--- src/rtl/fp8_operand_sequencer.sv ---
// Purpose: loads FP8 operands A/B serially through a synchronised strobe, drives the adder core, captures its sum.
// Latency: stb -> op latched next edge; B-latching stb to valid=1 is ADD_LAT+2 cycles.
// Backpressure: none; stb in EXEC is dropped, ena=0 freezes the FSM and drops stb. Optional: ACCUMULATE_EN.
module fp8_operand_sequencer #(
    parameter int ADD_LAT     = 1,
    parameter int SYNC_STAGES = 2
) (
    input  logic       clk,
    input  logic       rst_n,
    input  logic       ena,
    input  logic [7:0] data_in,
    input  logic       strobe_pin,
    input  logic       acc_mode,
    output logic [7:0] op_a,
    output logic [7:0] op_b,
    input  logic [7:0] add_sum,
    output logic [7:0] result_out,
    output logic       busy,
    output logic       valid,
    output logic       need_b
);

    typedef enum logic [1:0] {WAIT_A, WAIT_B, EXEC, HOLD} state_t;

    localparam logic [2:0] LAT_INIT = 3'(ADD_LAT);

    state_t                 state, state_d;
    logic [SYNC_STAGES-1:0] sync_q;
    logic                   edge_q;
    logic                   stb;
    logic                   acc_go;
    logic [2:0]             lat_cnt, lat_cnt_d;
    logic [7:0]             op_a_d, op_b_d, result_d;
    logic                   valid_d, busy_d, need_b_d;

`ifdef ACCUMULATE_EN
    assign acc_go = acc_mode;
`else
    // Accumulate path compiled out; acc_mode is a tie-off.
    logic unused_acc_mode;
    assign unused_acc_mode = acc_mode;
    assign acc_go          = 1'b0;
`endif

    // Strobe synchroniser and edge-detect flop; free-running so ena=0 drops pulses instead of deferring them.
    always_ff @(posedge clk or negedge rst_n) begin
        if (!rst_n) begin
            sync_q <= '0;
            edge_q <= 1'b0;
        end else begin
            sync_q <= {sync_q[SYNC_STAGES-2:0], strobe_pin};
            edge_q <= sync_q[SYNC_STAGES-1];
        end
    end

    assign stb = sync_q[SYNC_STAGES-1] & ~edge_q;

    // State and registered outputs; everything holds while ena is low.
    always_ff @(posedge clk or negedge rst_n) begin
        if (!rst_n) begin
            state      <= WAIT_A;
            lat_cnt    <= 3'd0;
            op_a       <= 8'h00;
            op_b       <= 8'h00;
            result_out <= 8'h00;
            valid      <= 1'b0;
            busy       <= 1'b0;
            need_b     <= 1'b0;
        end else if (ena) begin
            state      <= state_d;
            lat_cnt    <= lat_cnt_d;
            op_a       <= op_a_d;
            op_b       <= op_b_d;
            result_out <= result_d;
            valid      <= valid_d;
            busy       <= busy_d;
            need_b     <= need_b_d;
        end
    end

    // Next-state: strobes advance the load sequence, the latency counter ends EXEC.
    always_comb begin
        state_d = state;
        case (state)
            WAIT_A: if (stb) state_d = WAIT_B;
            WAIT_B: if (stb) state_d = EXEC;
            EXEC:   if (lat_cnt == 3'd0) state_d = HOLD;
            HOLD:   if (stb) state_d = acc_go ? EXEC : WAIT_B;
            default: state_d = WAIT_A;
        endcase
    end

    // Next values of the operand, result and status registers.
    always_comb begin
        op_a_d    = op_a;
        op_b_d    = op_b;
        result_d  = result_out;
        valid_d   = valid;
        lat_cnt_d = lat_cnt;
        case (state)
            WAIT_A: begin
                if (stb) begin
                    op_a_d  = data_in;
                    valid_d = 1'b0;
                end
            end
            WAIT_B: begin
                if (stb) begin
                    op_b_d    = data_in;
                    lat_cnt_d = LAT_INIT;
                end
            end
            EXEC: begin
                if (lat_cnt != 3'd0) begin
                    lat_cnt_d = lat_cnt - 3'd1;
                end else begin
                    result_d = add_sum;
                    valid_d  = 1'b1;
                end
            end
            HOLD: begin
                if (stb) begin
                    valid_d = 1'b0;
                    if (acc_go) begin
                        // Chained add: previous sum becomes A, the strobed byte becomes B.
                        op_a_d    = result_out;
                        op_b_d    = data_in;
                        lat_cnt_d = LAT_INIT;
                    end else begin
                        op_a_d = data_in;
                    end
                end
            end
            default: ;
        endcase
        busy_d   = (state_d == EXEC);
        need_b_d = (state_d == WAIT_B);
    end

endmodule
--- config.mk ---
export PLATFORM = sky130hd
export DESIGN_NAME = fp8_operand_sequencer
export DESIGN_NICKNAME = d
export VERILOG_FILES = /design/src/rtl/fp8_operand_sequencer.sv
export SDC_FILE = /design/constraint.sdc
export NUM_CORES = 1
export LEC_CHECK = 0
export ABC_AREA = 0
export ABC_CLOCK_PERIOD_IN_PS = 2950
export CORE_MARGIN = 2
export CORE_UTILIZATION = 40
export CTS_BUF_LIST = sky130_fd_sc_hd__clkbuf_4 sky130_fd_sc_hd__clkbuf_8 sky130_fd_sc_hd__clkbuf_16
export DETAILED_ROUTE_END_ITERATION = 10
export GPL_ROUTABILITY_DRIVEN = 0
export GPL_TIMING_DRIVEN = 0
export MAX_ROUTING_LAYER = met4
export PLACE_DENSITY = 0.78
export SKIP_CTS_REPAIR_TIMING = 1
export SKIP_LAST_GASP = 1
export SLEW_MARGIN = 0
export SYNTH_ARGS = -nofsm -noshare
export SYNTH_HDL_FRONTEND = slang
export SYNTH_SLANG_ARGS = --single-unit
--- constraint.sdc ---
create_clock -name clk -period 2.95 [get_ports clk]
set_input_delay 0.7375 -clock clk [delete_from_list [all_inputs] [get_ports clk]]
set_output_delay 0.7375 -clock clk [all_outputs]
set_load 0.05 [all_outputs]
; ---- Yosys cells after proc, flatten, opt, wreduce, memory -nomap -nowiden
; Index checks and enable logic that the tools add are counted.
; Widths: inputs -> output; s select.
[totals]
register_bits = 35
wordCells = 44
input_bits = 21
[classes]
add_sub_neg = 1
reduce_logical = 11
bitwise = 3
n_eq_ne = 9
muxes = 10
[ops]
columns = cell, count
row1 = $reduce_and 3->1, 3
row2 = $reduce_and 4->1, 2
row3 = $eq 2x2->1 const B, 3
row4 = $mux 2, 3
row5 = $mux 3, 2
row6 = $ne 2x2->1 const B, 3
row7 = $pmux 2 s3, 1
row8 = $pmux 3 s2, 1
row9 = $eq 2x1->1 const B, 2
row10 = $reduce_bool 2->1, 2
row11 = $logic_not 3->1, 1
row12 = $reduce_bool 3->1, 1
row13 = $sub 3x1->3 const B, 1
row14 = $logic_not 2->1, 1
row15 = $mux 1, 2
row16 = $ne 2x1->1 const B, 1
row17 = $not 1->1, 2
row18 = $pmux 1 s2, 1
row19 = $reduce_or 2->1, 1
row20 = $and 1x1->1, 1

; ---- Longest topological paths before layout
; Gate-level depths: netlist of run 1.
[logic_depth]
word_depth = 5
mapped_depth = 6

; ---- Least setup slack after synthesis of run 1
; OpenSTA, ideal clock, no wires.
[synth_path]
kind = in2reg
from = in ena
to = reg lat_cnt[1]
setup_slack_ns = 1.315
arrival_ns = 1.514
n_path_buf = 1
t_required_ns = 2.829
setup_time_ns = 0.121
cell_stages = 5
cell_sequence = buf_2 > inv_1 > a21oi_2 > o21ai_0 > a22o_1
[synth_via]
elab_chain_len = 1
[synth_lines]
columns = element, line
row1 = start: declaration, 10  ; input logic ena,
row2 = $reduce_and 4->1 (no line), n/a
row3 = end signal: assignment, 71  ; lat_cnt <= lat_cnt_d;
row4 = end: declaration, 32  ; logic [2:0] lat_cnt, lat_cnt_d;
; Every way passes these cells.
; A chain may end at the register's enable or synchronous reset.

; ---- Final worst setup path of run 1
[layout_path]
from = reg op_b[0]
to = out op_b[0]
[layout_rtl]
columns = element, line
row1 = start: declaration, 15  ; output logic [7:0] op_b,
row2 = start signal: assignment, 73  ; op_b <= op_b_d;
; No word-level cell between the ends.

==> summary.md, run 1 <==
| Metric | Value |
|---|---|
| Outcome | `complete, no violations` |
| Number of vias per cell | `4.97` |
| Syn Inst Count | `108` |
| Slew HR | `50.2%` |
| Initial Utilization | `41.5%` |
| Fraction of layout cells with a size suffix above 1 | `25.5%` |
| Critical path capture point type | `primary output` |
| RSZ-0062 raised after global routing | `false` |
| First-pass GRT wire length | `5.07 mm` |
| DR WL/cell | `14.3 um` |
| Final period utilization | `75.1%` |
| Synth async-reset ratio | `100%` |
| Avg Inst Size Synth | `14.1 um2` |
| Endpoints failing hold | `0` |
| Number of global-route vias before repair | `1083` |
| Power Dens Cells | `1260 mW/mm2` |
| Die area | `0.00430 mm2` |
| F_max | `0.452 GHz` |
| Grt ovf | `0` |
| Netlist cell types | `28` |
| Worst path bufs/invs | `1` |
| Vias | `1038` |
| Final Cell Area | `0.00211 mm2` |
| Initial antenna violation count | `0` |
| Diodes inserted | `0` |
| Post-layout net count | `186` |
| Hold Crit Class | `register to register` |
| Sink Count | `35` |
| Fin crit period | `2.21 ns` |
| Area Growth Syn to Fin | `39.2%` |
| Number of buffers added on ports | `45` |
| Num rows | `22` |
| CTS clock-pin slew for the worst setup and hold paths | `0.07 ns` |
| Max-slew violation count | `0` |
| Max Cap Violations | `0` |
| Worst Path Max Fanout | `2` |
| Post-synth net total | `134` |
| Total Wirelength | `2.98 mm` |
| Number of synthesized flops with an enable pin | `0` |
| Post-route ant nets | `0` |
| Die width | `65.6 um` |
| Slowest cell on crit path | `clkdlybuf4s50_1` |
| Post-synth design cell area | `0.00152 mm2` |
| DR iter-0 viols | `12` |
| I/O Pins | `48` |
| Gr usage total | `16.8%` |
| Worst-case clock buffer depth | `2` |
| Synth Flop Type | `dfrtp_1` |
| Seq cells post-synth | `35` |
| Total chip power | `2.66 mW` |
| DR DRC count | `0` |
| Register area share after synthesis | `57.7%` |
| Worst-Margin Slew | `0.747 ns` |
| HPWL Detailed | `2.22 mm` |
| Clk_lat worst skew | `0.29 ns` |
| Slowest stage delay, CP | `0.83 ns` |
| Root Driver | `clkbuf_8` |
| Core Region | `0.00366 mm2` |
| Worst path arrival time | `1.48 ns` |
| CTS tree | `yes` |
| Crit-path cells | `clkdlybuf4s50_1` |
| Count of TritonRoute iterations in the first routing pass | `4` |
| Maximum resistive drop on vdd | `0.000640 V` |
| Final TNS setup | `0 ns` |
| Crit Path Category | `register to primary output` |
| Leak | `0.917 nW` |
| Post-place instance area | `0.00202 mm2` |
| Die height | `65.6 um` |
| CP startpoint kind | `register` |
| Largest net degree at the start of global routing | `36` |
| Critical Path RT | `2.21 ns` |
| Htree depth | `2` |
| Final setup viols | `0` |
| CP delay by family, top | `buffers and inverters` |
| Synth warn | `0` |
| Clk_skew | `0.00303 ns` |
| CTS buffer count | `5` |
-- Yosys cell counts (2+ instances only) --
cell      count  area [um2]
a21oi_1       2        10.0
mux2_2       24         270
mux2i_1       2        20.0
nand2b_1      2        12.5
nor2_1        2        7.51
o21ai_0       6        30.0
ha_1          5        62.6
dfrtp_1      35         876
nand3b_1      2        15.0
nand3_2       2        20.0
nor2b_1       2        12.5
inv_1         7        26.3
a22o_1        2        17.5
-- stage by stage --
step / instances / util [%] / hold slack [ns] / setup WS (ns)
after floorplan: 108 / - / 0.331 / 1.32
after global placement: 201 / 55.4 / 0.335 / 0.467
after detailed placement: 201 / 55.3 / 0.337 / 1.04
after CTS: 209 / 57.7 / 0.354 / 0.706
after global routing: 209 / 57.7 / 0.360 / 0.671
final: 209 / 57.7 / 0.351 / 0.736
-- cell type report --
| type | instances | area (um2) |
|---|---|---|
| Tap cell | 48 | 60.1 |
| Inverter | 7 | 26.3 |
| Multi-Input combinational cell | 64 | 599 |
| Fill cell | 308 | 1550 |
| Clock buffer | 6 | 76.3 |
| Buffer | 2 | 16.3 |
| Timing Repair Buffer | 45 | 445 |
| Clock inverter | 2 | 12.5 |
| Sequential cell | 35 | 876 |
-- cell families after synthesis --
| group | count (synthesis) | synth area share [%] |
|---|---|---|
| buffers and inverters | 9 | 2.80 |
| muxes | 26 | 19.1 |
| AOI/OAI and AO/OA | 17 | 8.16 |
| and+or+nand+nor | 16 | 8.08 |
| adders and majority gates | 5 | 4.12 |
| DFF | 35 | 57.7 |
-- worst paths after layout --
kind,from,to,slack (ns),cells after the start
worst max-delay path,op_b[0]$_DFFE_PN0P_,op_b[0],0.74,1
worst min-delay path,sync_q[0]$_DFF_PN0_,sync_q[1]$_DFF_PN0_,0.35,0
worst max register to register,state[0]$_DFFE_PN0P_,lat_cnt[1]$_DFFE_PN0P_,1.24,6
worst min register to register,sync_q[0]$_DFF_PN0_,sync_q[1]$_DFF_PN0_,0.35,0
max in group asynchronous,rst_n,op_b[6]$_DFFE_PN0P_,1.97,1
min in group asynchronous,rst_n,result_out[6]$_DFFE_PN0P_,0.51,1
-- flip-flops by register name, indices dropped and copies added, names as in the netlist, 2 cells and up --
| register | flops |
|---|---|
| state | 2 |
| op_a | 8 |
| result_out | 8 |
| lat_cnt | 3 |
| op_b | 8 |
| sync_q | 2 |
-- routing by layer --
layer / track usage (%) / share of wire [%]
met3: 4.97 / 5.2
met1: 19.4 / 41
met5: - / 0
met2: 26.7 / 52
met4: 8.59 / 2.2
-- cell usage in the layout, fill, tap and decap left out --
cell,n
clkinvlp_4,1
buf_6,1
nor3_1,1
inv_1,7
o21a_1,1
clkinv_2,1
buf_2,2
clkbuf_4,1
nand3b_1,2
ha_1,5
o21ai_0,6
a22o_1,2
a21oi_1,2
clkbuf_8,5
nor2_1,2
a311oi_1,1
nor2b_4,1
mux2i_1,2
and4_1,1
nand3_2,2
dfrtp_1,35
mux2_2,24
o211ai_1,1
nor4b_1,1
o2bb2ai_1,1
a21oi_2,1
nor2b_1,2
a211o_1,1
clkdlybuf4s50_1,44
o311ai_2,1
nand4b_2,1
nand2_1,1
nand2b_1,2
-- power breakdown --
group | internal, mW | switching, mW
clock network | 0.174 | 0.165
registers | 0.687 | 0.110
logic | 0.568 | 0.959
total | 1.43 | 1.23
No activity file was read; power rests on OpenSTA's default activity.
==> inputs of run 2 (changes only) <==
--- a/config.mk
+++ b/config.mk
@@ -6,7 +6,7 @@
 export NUM_CORES = 1
 export LEC_CHECK = 0
 export ABC_AREA = 0
-export ABC_CLOCK_PERIOD_IN_PS = 2950
+export ABC_CLOCK_PERIOD_IN_PS = 2150
 export CORE_MARGIN = 2
 export CORE_UTILIZATION = 40
 export CTS_BUF_LIST = sky130_fd_sc_hd__clkbuf_4 sky130_fd_sc_hd__clkbuf_8 sky130_fd_sc_hd__clkbuf_16
==> constraint.sdc (replaced) <==
create_clock -name clk -period 2.15 [get_ports clk]
set_input_delay 0.5375 -clock clk [delete_from_list [all_inputs] [get_ports clk]]
set_output_delay 0.5375 -clock clk [all_outputs]
set_load 0.05 [all_outputs]
==> results of run 2 <==
Same layout as run 1 (identical final DEF). Status: complete, no violations.
Main changes from that run: setup slack after placement 1.04 ns -> 0.435 ns; setup slack after layout 0.736 ns -> 0.136 ns; hold slack 0.351 ns -> 0.311 ns; register-to-register setup slack 1.24 ns -> 0.44 ns; total power 2.66 mW -> 3.66 mW; worst IR drop on VDD 0.000640 V -> 0.000879 V
